**config.mk**
```make
export PLATFORM = sky130hd
export DESIGN_NAME = fifo_stream_drain
export DESIGN_NICKNAME = d
export VERILOG_FILES = /design/src/rtl/fifo_stream_drain.sv
export SDC_FILE = /design/constraint.sdc
export NUM_CORES = 1
export LEC_CHECK = 0
export CORE_MARGIN = 2
export CORE_UTILIZATION = 48
export DETAILED_ROUTE_END_ITERATION = 7
export HOLD_SLACK_MARGIN = 0.12
export PLACE_DENSITY = 0.77
export SLEW_MARGIN = 20
export SYNTH_ARGS = -nofsm -noshare
export SYNTH_HDL_FRONTEND = slang
export SYNTH_SLANG_ARGS = --single-unit
```
**constraint.sdc**
```tcl
create_clock -name clk -period 1.94 [get_ports clk]
set_input_delay 0.291 -clock clk [delete_from_list [all_inputs] [get_ports clk]]
set_output_delay 0.291 -clock clk [all_outputs]
set_load 0.02 [all_outputs]
```
**src/rtl/fifo_stream_drain.sv**
```systemverilog
// fifo_stream_drain
//   Read-side adapter for fifo_sync. Turns the FIFO's rd_en / registered
//   rd_data handshake (data returns one cycle after rd_en) into a
//   first-word-fall-through valid/ready stream. A 2-entry output buffer plus
//   a one-bit in-flight credit keeps full throughput while never committing
//   more than two words (buffered + in flight).
//
// Ports
//   clk           single clock, rising edge
//   rst           synchronous reset, active-high
//   fifo_empty    upstream FIFO empty flag
//   fifo_rd_en    pop request to FIFO (combinational from registered state,
//                 fifo_empty and m_ready)
//   fifo_rd_data  FIFO read data, valid one cycle after fifo_rd_en
//   m_valid       output word available
//   m_ready       consumer accepts; transfer = m_valid && m_ready
//   m_data        head of buffer
//   level         words held in the buffer (0..2)
//   stall_cnt     (only with DRAIN_STALL_CNT_EN) saturating count of cycles
//                 with m_valid && !m_ready
//
// Build option
//   DRAIN_STALL_CNT_EN  adds the stall_cnt output and its counter.
//
// Buffer states
//   state    | meaning
//   ST_EMPTY | no words buffered, m_valid low
//   ST_ONE   | head holds one word
//   ST_TWO   | head and tail both hold words, tail is younger

module fifo_stream_drain #(
    parameter int WIDTH = 8
) (
    input  logic             clk,
    input  logic             rst,
    input  logic             fifo_empty,
    output logic             fifo_rd_en,
    input  logic [WIDTH-1:0] fifo_rd_data,
    output logic             m_valid,
    input  logic             m_ready,
    output logic [WIDTH-1:0] m_data,
    output logic [1:0]       level
`ifdef DRAIN_STALL_CNT_EN
    ,
    output logic [15:0]      stall_cnt
`endif
);

    typedef enum logic [1:0] {
        ST_EMPTY = 2'd0,
        ST_ONE   = 2'd1,
        ST_TWO   = 2'd2
    } state_t;

    state_t           r_state;
    state_t           w_state_nxt;
    logic [WIDTH-1:0] r_head;
    logic [WIDTH-1:0] r_tail;
    logic [WIDTH-1:0] w_head_nxt;
    logic [WIDTH-1:0] w_tail_nxt;
    logic [1:0]       w_level_nxt;
    logic             r_inflight;
    logic             r_valid;
    logic [1:0]       r_level;
    logic             w_pop;
    logic             w_capture;
    logic [2:0]       w_committed;

    assign w_pop       = r_valid && m_ready;
    assign w_capture   = r_inflight;
    assign w_committed = {1'b0, r_level} + {2'b00, r_inflight};

    // Words buffered plus in flight, less the one leaving this cycle, must
    // stay below 2 for another read to be issued.
    assign fifo_rd_en = !rst && !fifo_empty
                        && (w_committed < (3'd2 + {2'b00, w_pop}));

    assign m_valid = r_valid;
    assign m_data  = r_head;
    assign level   = r_level;

    always_comb begin
        w_state_nxt = r_state;
        w_head_nxt  = r_head;
        w_tail_nxt  = r_tail;
        w_level_nxt = r_level;
        case (r_state)
            ST_EMPTY: begin
                if (w_capture) begin
                    w_head_nxt  = fifo_rd_data;
                    w_state_nxt = ST_ONE;
                end
            end
            ST_ONE: begin
                if (w_capture && !w_pop) begin
                    w_tail_nxt  = fifo_rd_data;
                    w_state_nxt = ST_TWO;
                end else if (w_capture && w_pop) begin
                    w_head_nxt  = fifo_rd_data;
                end else if (w_pop) begin
                    w_state_nxt = ST_EMPTY;
                end
            end
            ST_TWO: begin
                // capture without pop is unreachable: the issue rule never
                // lets a third word be in flight while two are buffered.
                if (w_pop) begin
                    w_head_nxt = r_tail;
                    if (w_capture) begin
                        w_tail_nxt = fifo_rd_data;
                    end else begin
                        w_state_nxt = ST_ONE;
                    end
                end
            end
            default: begin
                w_state_nxt = ST_EMPTY;
            end
        endcase
        case (w_state_nxt)
            ST_ONE:  w_level_nxt = 2'd1;
            ST_TWO:  w_level_nxt = 2'd2;
            default: w_level_nxt = 2'd0;
        endcase
    end

    always_ff @(posedge clk) begin
        if (rst) begin
            r_state    <= ST_EMPTY;
            r_head     <= '0;
            r_tail     <= '0;
            r_inflight <= 1'b0;
            r_valid    <= 1'b0;
            r_level    <= 2'd0;
        end else begin
            r_state    <= w_state_nxt;
            r_head     <= w_head_nxt;
            r_tail     <= w_tail_nxt;
            r_inflight <= fifo_rd_en;
            r_valid    <= (w_state_nxt != ST_EMPTY);
            r_level    <= w_level_nxt;
        end
    end

`ifdef DRAIN_STALL_CNT_EN
    logic [15:0] r_stall_cnt;

    always_ff @(posedge clk) begin
        if (rst) begin
            r_stall_cnt <= 16'h0000;
        end else if (r_valid && !m_ready && (r_stall_cnt != 16'hFFFF)) begin
            r_stall_cnt <= r_stall_cnt + 16'h0001;
        end
    end

    assign stall_cnt = r_stall_cnt;
`endif

endmodule

```
Word level (Yosys, flattened, before mapping). Cells that the tools add are included.

$add $sub $neg: 2. $mul: 0. Div/mod/pow operators: 0. Order comparisons: 1. Equality and inequality tests: 10. Shifts and indexed selects: 0. Mux-type cells: 16. Bitwise operators: 0. Reductions and logical operators: 14.

Operators by type and width (number): 2-to-1 mux 8 bit (6); one-hot mux 8 bit (3 select lines) (1); one-hot mux 8 bit (2 select lines) (1); 2-to-1 mux 2 bit (6); != test 2 bit (second input constant) (6); one-hot mux 2 bit (3 select lines) (1); logical AND 1 bit (5); AND reduction 5 bit (1); equality test 2 x 1 -> 1 bit (second input constant) (2); equality test 2 bit (second input constant) (2); one-hot mux 2 bit (2 select lines) (1); AND reduction 4 bit (1); nonzero test 2 bit (2); adder 2 x 1 -> 3 bit (1); adder 2 x 1 -> 3 bit (first input constant) (1); zero test 1 bit (3); < comparator 3 bit (1); nonzero test 3 bit (1); zero test 2 bit (1).

Flip-flop bits (word level): 22. Bits in latches: 0. Bits in writable memories: 0. Memory bits (read-only): 0. Output and inout bits: 12. Logic and storage cells: 49. Memories kept: 0.

Logic depth before layout (Yosys ltp).
Word-level depth: 7. Depth in mapped cells: 5.

Worst setup path after synthesis. No wires, ideal clock.

Path type: flip-flop to output port. Start point: register r_level[0] (netlist: level[0]). End point: output fifo_rd_en. Arrival: 1648 ps. Required time: 1649 ps. Setup slack: 1 ps. Stages on the path, launching flop included: 5. Path buffers: 0. Cell sequence: dfxtp_1 -> ha_1 -> ha_1 -> o21ai_0 -> nor4b_1.

Word-level cells in the longest chain between the ends: 3.

Ends and longest elaborated chain: start: declaration (line 64) `logic [1:0] r_level;`; start signal: assignment (line 141) `r_level <= w_level_nxt;`; adder 2 x 1 -> 3 bit (line 71) `assign w_committed = {1'b0, r_level} + {2'b00, r_inflight};`; < comparator 3 bit (line 76) `&& (w_committed < (3'd2 + {2'b00, w_pop}));`; logical AND 1 bit (line 76); end: declaration (line 37) `output logic fifo_rd_en,`.

Every way passes these cells.

Final worst setup path. Ends and elaborated chain as after synthesis.

==> impl_results.md <==
- Status: completed
- Initial Util: 0.517
- Clock transition at path regs: 0.12 ns
- Asr flop ratio synth: 0
- Peak supply drop: 496 uV
- Number of global-route vias before repair: 748
- Worst Setup EP: fifo_rd_en
- YS warnings: 0
- Core ar.: 2000 um^2
- Ys flop type: dfxtp_1
- Pwr dens: 709 nW/um^2
- CP Launch Type: register
- Count of cell types in the netlist: 26
- CTS max path bufs: 2
- Final worst clock skew: 0.00872 ns
- First DRT Iteration DRCs: 7
- Worst hold slack: 0.485 ns
- Die Y: 50.4 um
- Via density: 5.08
- Hold/Removal Path Class: register to register
- Arr. time, crit path: 1.55 ns
- Area Overhead vs Synth: 30.0%
- CTS Root Cell: clkbuf_4
- Antenna violations before repair: 0
- Worst reg-to-reg path cell count: 4
- Max FO, Critical Path: 2
- Critical path endpoint category: primary output
- Sequential Power Share: 0.523
- Combinational power share: 0.220
- Syn nets: 113
- WL/cell: 11.7 um
- Critical R2R Launch: r_state[0]$_SDFF_PP0_
- Antenna Violating Nets Remaining: 0
- Drc violations: 0
- DP HPWL: 1.35 mm
- Static Leak: 0.537 nW
- Tot GR Track Use: 0.160
- Num CTS Buffers: 3
- Switch Pwr: 0.000247 W
- TritonRoute pass-1 iters: 4
- Number of flops mapped to enable cells by yosys: 0
- Critical setup path kind: register to primary output
- Routability Congestion: 0.745
- Worst R2R Setup Slack: 0.34 ns
- Hold Vio Cnt, Final: 0
- H-Tree Depth: 1
- Tmin final: 1.84 ns
- Die Area: 2540 um^2
- PortBufs: 23
- Post-Synthesis Cells: 99
- Post-Syn Area: 1030 um^2
- Final Slew Violations: 0
- Fmax: 542 MHz
- Slew headroom: 0.665
- Antenna diodes: 0
- Nets@finish: 142
- I/O pins: 24
- Register area share after synthesis: 0.426
- Die Span X: 50.4 um
- Int Pwr: 0.000706 W
- Final Setup Violations: 0
- Synth Register Bits: 22
- Layout cells sized above 1: 0.157
- Final wirelength: 1.81 mm
- TritonCTS clock tree: built
- Largest net degree at the start of global routing: 30
- RR Endpoint: m_data[4]$_SDFFE_PP0P_
- Fin crit share: 0.950
- Detailed-route via count: 782
- Clock share of power: 0.257
- Hold_buf cts: 0
- Worst-Margin Slew: 0.500 ns
- Tot Pwr: 0.000954 W
- Global route overflow: 0
- Switching share of total power: 0.259
- Clock Latency Late Sink: 0.30 ns
- Worst Setup SP: level[0]$_SDFF_PP0_
- First-pass GRT wire length: 3.21 mm
- MaxCap Viol Count: 0
- Num rows: 16
- Avg Cell Area, Syn: 10.5 um^2
- Clock Sinks: 22
- Worst Path Required: 1.65 ns
## worst max-delay path: stages (launching register included)
cell and delay [ns]:
dfxtp_2 0.34, ha_1 0.19, ha_1 0.26, o21ai_1 0.09
nor4b_2 0.21, buf_4 0.18
## metrics by stage
stage | utilization | TNS, ns | area [um^2] | cells | setup WS (ns)
after floorplan | - | 0 | 1030 | 99 | 0.000711
after global placement | 0.651 | -0.257 | 1300 | 150 | -0.257
after detailed placement | 0.651 | -0.323 | 1300 | 150 | -0.323
after CTS | 0.670 | 0 | 1340 | 154 | 0.0433
after global routing | 0.672 | -0.00206 | 1350 | 154 | -0.00206
final | 0.672 | 0 | 1350 | 154 | 0.0964
## power groups by stage
stage               combinational [W]  clock (W)  sequential, W
floorplan                    0.000101          0       0.000534
global placement             0.000209          0       0.000507
detailed placement           0.000212          0       0.000509
CTS                          0.000212   0.000258       0.000498
global route                 0.000229   0.000273       0.000503
finish                       0.000210   0.000245       0.000499
## Yosys cell counts, types with 2 or more instances
master / n / area (um^2)
nand2b_1: 17 / 106
a31oi_1: 2 / 12.5
a211oi_1: 6 / 45.0
ha_1: 2 / 25.0
a21oi_1: 3 / 15.0
nor2_1: 7 / 26.3
clkbuf_1: 3 / 11.3
nor4b_1: 2 / 17.5
a211oi_2: 2 / 25.0
nor2_2: 2 / 12.5
mux2i_1: 16 / 160
dfxtp_1: 22 / 440
nand4b_1: 2 / 17.5
## area by class of cell
| type | count | area, um^2 |
|---|---|---|
| repair buffers | 30 | 280 |
| flip-flops and latches | 22 | 442 |
| clock buffers | 4 | 36.3 |
| multi-input cells | 71 | 553 |
| well taps | 27 | 33.8 |
| fillers | 169 | 657 |
## state kept, by name, summed over array words and instances, names as in the netlist
signal,flops
level,2
r_tail,8
r_state,2
r_inflight,1
m_valid,1
m_data,8
## per-layer routing
layer,vias up,share of wire,GRT usage
met5,-,0,0
met4,0,0,0.0541
met3,0,0.044,0.0268
met2,15,0.49,0.270
met1,358,0.46,0.207
li1,409,-,-
## worst min path at each step
stage	startpoint	slack, ns	cells past startpoint	endpoint
2_1_floorplan	fifo_empty	0.37	1	r_inflight$_SDFF_PP0_
3_3_place_gp	r_tail[0]$_SDFFE_PP0P_	0.46	2	r_tail[0]$_SDFFE_PP0P_
3_5_place_dp	r_tail[7]$_SDFFE_PP0P_	0.47	2	r_tail[7]$_SDFFE_PP0P_
4_1_cts	r_tail[7]$_SDFFE_PP0P_	0.49	2	r_tail[7]$_SDFFE_PP0P_
5_1_grt	r_tail[0]$_SDFFE_PP0P_	0.50	2	r_tail[0]$_SDFFE_PP0P_
6_report	r_tail[0]$_SDFFE_PP0P_	0.48	2	r_tail[0]$_SDFFE_PP0P_
## cells in the final DEF (no fill, tap or decap), types with 3 or more instances in the layout
| cell type | synthesis | layout |
|---|---|---|
| clkdlybuf4s50_1 | 0 | 22 |
| dfxtp_1 | 22 | 21 |
| nand2b_1 | 17 | 17 |
| mux2i_1 | 16 | 16 |
| buf_4 | 0 | 8 |
| nor2_1 | 7 | 7 |
| a211oi_1 | 6 | 6 |
| a21oi_1 | 3 | 3 |
| clkbuf_4 | 0 | 3 |
## cell families after synthesis
group	after synthesis	share of synthesized area
muxes	16	0.155
DFF	22	0.426
buffers and inverters	6	0.0459
adders and majority gates	2	0.0242
and+or+nand+nor	35	0.206
AOI/OAI and AO/OA	18	0.144
## repair_timing
| action | in CTS | in global routing |
|---|---|---|
| buffers inserted | 0 | 0 |
| gates resized for setup | 6 | 3 |
| setup endpoints to repair | 1 | 1 |
Note: power is estimated with default switching activity, not from simulation.
==> patch 1, RTL diff (same settings) <==
Add a define of `DRAIN_STALL_CNT_EN`.
--- a/src/rtl/fifo_stream_drain.sv
+++ b/src/rtl/fifo_stream_drain.sv
@@ -29,2 +29,4 @@
 //   ST_TWO   | head and tail both hold words, tail is younger
+
+`define DRAIN_STALL_CNT_EN
 
Formal check against the unedited RTL (old outputs only; new: stall_cnt): equivalent (equiv_simple and equiv_induct, registers matched by name and starting in step).
==> patch 1 against the unedited design <==
Critical path depth did not move; routed wire length rose by 140%; first-iteration DRC count rose to 14 times the old value; total power rose by 100%; critical path type unchanged; sequential cell count rose by 16; cell count rose by 97%; global-route usage rose by 4.9 points; synthesized area rose by 82%; sequential power rose by 68%; largest cell class unchanged; worst setup slack improved by 0.0095 ns; critical endpoint unchanged; design area rose by 90%.
==> patch 1: results (changes against the unedited design) <==
Global routing
  • Global Route Usage Sum: 20.9% (was 16.0%)
  • Antenna violations before repair: 0 (unchanged)
  • Global-route wire length before repair: 7150 microns (was 3210 microns)
  • Number of global-route vias before repair: 1653 (was 748)
  • Largest net degree at the start of global routing: 49 (was 30)

Synth
  • Synth cell count leaders: dfxtp_1 (38), nand2b_1 (19), mux2i_1 (17), a21oi_1 (12), nor3_1 (12) (was dfxtp_1 (22), nand2b_1 (17), mux2i_1 (16), nor2_1 (7), a211oi_1 (6))
  • Post-synthesis mux area share: 10.2% (was 15.5%)
  • Synth async-reset ratio: 0% (unchanged)
  • Syn nets: 219 (was 113)
  • Adder-cell share of the synthesized area: 2.00% (was 2.42%)
  • Sequential area share after synthesis: 40.5% (was 42.6%)
  • Post-synth cell types: 46 (was 26)
  • Main area contributors after synthesis: dfxtp_1 (40%), mux2i_1 (9.0%), nand2b_1 (6.3%) (was dfxtp_1 (43%), mux2i_1 (15%), nand2b_1 (10%))
  • Post-Syn Instances: 204 (was 99)
  • Synth Warn #: 0 (unchanged)
  • Post-synthesis compound-gate area fraction: 15.0% (was 14.4%)
  • Synth Area in XOR/XNOR: 0% (unchanged)

Worst hold path
  • Hold Crit Endpoint: r_tail[2] (was r_tail[0])
  • Min-delay src: r_tail[2] (was r_tail[0])
  • Hold WC Path Type: register to register (unchanged)
  • WHS Path Cells: 2 (unchanged)

Pwr
  • Leak: 0.950 nW (was 0.537 nW)
  • Max VDD drop: 0.608 mV (was 0.496 mV)

Worst setup path
  • R2R setup slack: 0.17 ns (was 0.34 ns)
  • R2R Path End: stall_cnt[5] (was m_data[4])
  • Register-to-Register Path Depth: 6 (was 4)
  • Reg-to-Reg Start: stall_cnt[0] (was r_state[0])
  • CP max FO: 2 (unchanged)

CTS
  • Clk pin slew, worst setup/hold paths: 0.08 ns (was 0.12 ns)
  • Worst-skew pair later-pin latency: 0.29 ns
  • Worst-case clock buffer depth: 2 (unchanged)
  • H-Tree Depth: 2 (was 1)
  • TritonCTS buffer count: 5 (was 3)
  • CTS root buffer: clkbuf_8 (was clkbuf_4)

Finish
  • Share of post-route cells with drive strength above 1: 12.9% (was 15.7%)
  • Max reg flops: 16
  • # diodes: 0 (unchanged)
  • Fill cells: 303 (was 169)
  • Final net count: 269 (was 142)

Placed design
  • Routability Congestion: 0.781 (was 0.745)
  • Placed Cells: 295 (was 150)
  • Port bufs: 39 (was 23)
  • Post-DP HPWL: 3020 microns (was 1350 microns)

Drt
  • WL final: 4320 microns (was 1810 microns)
  • Number of DRC markers after the initial detailed-route iteration: 101 (was 7)
  • Detailed-route wire length per cell: 14.2 microns (was 11.7 microns)
  • DRT Pass-1 Iters: 4 (unchanged)
  • Via density: 5.71 (was 5.08)

Timing
  • Relative slew slack: 70.7% (was 66.5%)
  • Clock skew: 0.00303 ns (was 0.00872 ns)

Outcome
  • Status: completed (unchanged)
patch 1: cell count changes after synthesis, sizes merged, moves of 5 or more:
cell / unedited run / this run
dfxtp: 22 / 38
nor3: 0 / 12
a21oi: 3 / 13
o21ai: 1 / 10
or3: 0 / 8
nand2: 1 / 7
o31ai: 0 / 6
nand3: 1 / 6
nand4: 0 / 5
patch 1: worst max path at each step:
stage,startpoint,to,slack [ns],depth (start not counted)
floorplan,level[0],fifo_rd_en,0.001,4
CTS,level[0],fifo_rd_en,0.05,5
global placement,m_ready,fifo_rd_en,-0.22,5
detailed placement,m_ready,fifo_rd_en,-0.26,5
finish,level[0],fifo_rd_en,0.11,5
global route,level[0],fifo_rd_en,-0.01,5
patch 1: stage by stage:
stage                     setup slack, ns  hold WS, ns  area [sq um]
after floorplan                   0.00149        0.368          1880
after global placement             -0.225        0.459          2400
after detailed placement           -0.256        0.469          2400
after CTS                          0.0535        0.482          2540
after global routing             -0.00978        0.489          2550
final                               0.106        0.477          2550
patch 1: cell type report:
| class | count | area share (%) |
|---|---|---|
| multi-input cells | 154 | 42.4 |
| flip-flops and latches | 38 | 29.8 |
| clock inverters | 3 | 2.69 |
| inverters | 2 | 0.294 |
| repair buffers | 53 | 19.8 |
| clock buffers | 5 | 2.69 |
| well taps | 48 | 2.35 |
patch 1: cells by family after synthesis:
kind of cell,Yosys count
AND/OR/NAND/NOR,88
flip-flops,38
buffers and inverters,12
adder cells (fa/ha/maj),3
multiplexers,19
AO/OA/AOI/OAI,44
patch 1: where the power goes:
part           leakage, nW  switching, mW  internal (mW)  total, mW
logic                0.573          0.133          0.141      0.274
registers            0.309         0.0223          0.813      0.836
clock network       0.0683          0.304          0.515      0.819
patch 1: per-layer routing:
metal	vias up	share of wire, %	track usage [%]
met5	-	0	0
met4	0	1.6	10.2
met3	7	3.8	4.73
met2	36	49	35.0
met1	823	46	25.2
li1	863	-	-
patch 1: worst max-delay path: stages, from the launching register on:
cell and delay (ns):
dfxtp_1 0.32, ha_1 0.19, ha_1 0.26, o21ai_1 0.09
nor4b_2 0.21, buf_4 0.18
patch 1: timing repair:
item                                    in CTS  in global routing
endpoints found under the setup margin       1                  7
buffers inserted                             0                  0
resized for setup                            5                  4
==> patch 2, RTL diff (config.mk and constraints unchanged) <==
Without the edit above. Put one more register stage on the output `level`, without a reset. The value now appears one clock later. The other outputs are not delayed to match.
--- a/src/rtl/fifo_stream_drain.sv
+++ b/src/rtl/fifo_stream_drain.sv
@@ -79,3 +79,5 @@
     assign m_data  = r_head;
-    assign level   = r_level;
+    always_ff @(posedge clk) begin
+        level <= r_level;
+    end
 
Function: changed (Yosys sat finds a counterexample within 4 cycles, from zero or initial values and one cycle with rst high).
==> patch 2 against the unedited design <==
Critical path depth did not move; synthesized area rose by 7.9%; sequential cell count rose by 2; worst setup slack got worse by 0.035 ns; routed wire length rose by 28%; via count rose by 8.4%; total power rose by 3.9%; clock power fell by 15%; design area rose by 6.6%; largest cell class unchanged; largest power group unchanged.
==> patch 2: results (changes against the unedited design) <==
Synth
  • Post-Syn Instances: 104 (was 99)
  • Syn nets: 118 (was 113)
  • Main area contributors after synthesis: dfxtp_1 (43%), mux2i_1 (14%), a211oi_2 (9.0%) (was dfxtp_1 (43%), mux2i_1 (15%), nand2b_1 (10%))
  • Sequential area share after synthesis: 43.0% (was 42.6%)
  • Synth cell count leaders: dfxtp_1 (24), mux2i_1 (16), nand2b_1 (16), a211oi_2 (8), nor3_1 (8) (was dfxtp_1 (22), nand2b_1 (17), mux2i_1 (16), nor2_1 (7), a211oi_1 (6))
  • Post-synth cell types: 29 (was 26)

Worst hold path
  • Min-delay src: r_level[0] (was r_tail[0])
  • WHS Path Cells: 0 (was 2)
  • Hold Crit Endpoint: level[0] (was r_tail[0])

Finish
  • Final net count: 146 (was 142)
  • # diodes: 0 (unchanged)
  • Share of post-route cells with drive strength above 1: 20.8% (was 15.7%)

Pwr
  • Leak: 0.562 nW (was 0.537 nW)
  • PD cells: 691 mW/mm^2 (was 709 mW/mm^2)
  • P_comb: 0.238 mW (was 0.210 mW)
  • Max VDD drop: 0.454 mV (was 0.496 mV)
  • Flop pwr share: 54.9% (was 52.3%)
  • Cell Int Power: 0.718 mW (was 0.706 mW)

Placed design
  • DP Area: 0.00140 sq mm (was 0.00130 sq mm)
  • Placed Cells: 155 (was 150)
  • Routability Congestion: 0.823 (was 0.745)
  • Post-DP HPWL: 1650 microns (was 1350 microns)
  • DP Worst Slack: -0.220 ns (was -0.323 ns)

Drt
  • Met2 WL: 1040 microns (was 893 microns)
  • Detailed-route wire length per cell: 14.6 microns (was 11.7 microns)
  • DRT Pass-1 Iters: 4 (unchanged)
  • Met3 WL: 102 microns (was 79 microns)
  • Number of DRC markers after the initial detailed-route iteration: 12 (was 7)
  • Met1 WL: 1150 microns (was 836 microns)
  • Top layer in use: met4 (was met3)
  • Via Count: 848 (was 782)
  • WL final: 2310 microns (was 1810 microns)

Worst setup path
  • CP max FO: 2 (unchanged)
  • Crit path DAT: 1.59 ns (was 1.55 ns)
  • R2R Path End: r_tail[4] (was m_data[4])
  • R2R setup slack: 0.47 ns (was 0.34 ns)
  • Reg-to-Reg Start: r_state[0] (unchanged)

CTS
  • Clk pin slew, worst setup/hold paths: 0.12 ns (about the same)
  • H-Tree Depth: 1 (unchanged)
  • Post-cts resize count: 5 (was 6)

Timing
  • Slew at the pin closest to its max-slew limit: 0.463 ns (was 0.500 ns)
  • Clock skew: 0.00532 ns (was 0.00872 ns)

Global routing
  • Largest net degree at the start of global routing: 32 (was 30)
  • Global Route Usage Sum: 18.6% (was 16.0%)
  • Global-route wire length before repair: 3820 microns (was 3210 microns)
  • Number of global-route vias before repair: 837 (was 748)

Outcome
  • Status: completed (unchanged)
-- patch 2: layer usage --
layer | vias to the layer above | GRT usage (%)
met1 | 402 | 26.7
met5 | - | 0
met4 | 0 | 6.41
met2 | 20 | 28.3
met3 | 2 | 2.86
li1 | 424 | -
-- patch 2: worst max-delay path by stage --
stage | start | to | slack [ns] | cells after the start
floorplan | r_inflight | fifo_rd_en | 0.27 | 4
global placement | m_ready | fifo_rd_en | -0.18 | 5
detailed placement | m_ready | fifo_rd_en | -0.22 | 5
CTS | r_inflight | fifo_rd_en | 0.03 | 5
global route | r_inflight | fifo_rd_en | -0.01 | 5
finish | r_inflight | fifo_rd_en | 0.06 | 5
-- patch 2: cells by family (layout without fill, tap and decap cells) --
kind of cell	after synthesis	in the layout	synth area share [%]
multiplexers	16	16	14.3
XOR/XNOR	1	1	0.785
AND/OR/NAND/NOR	38	38	21.5
adder cells (fa/ha/maj)	2	2	2.24
buffers and inverters	6	32	2.91
flip-flops	24	24	43.0
AO/OA/AOI/OAI	17	17	15.1
-- patch 2: worst register-to-register path, stage by stage (launching register included) --
cell and delay, ns:
dfxtp_1 0.38, nand2b_2 0.26, nor2_1 0.11, o21a_1 0.43
mux2i_1 0.24
-- patch 2: cell type report --
| cell class | instances | area, sq um |
|---|---|---|
| Sequential cell | 24 | 482 |
| Multi-Input combinational cell | 74 | 622 |
| Clock buffer | 3 | 22.5 |
| Timing Repair Buffer | 29 | 273 |
| Tap cell | 28 | 35.0 |
| Fill cell | 178 | 778 |
-- patch 2: metrics by stage --
stage	util [%]	hold slack, ns
after floorplan	-	0.334
after global placement	63.3	0.342
after detailed placement	63.3	0.354
after CTS	64.1	0.372
after global routing	64.8	0.387
final	64.8	0.374
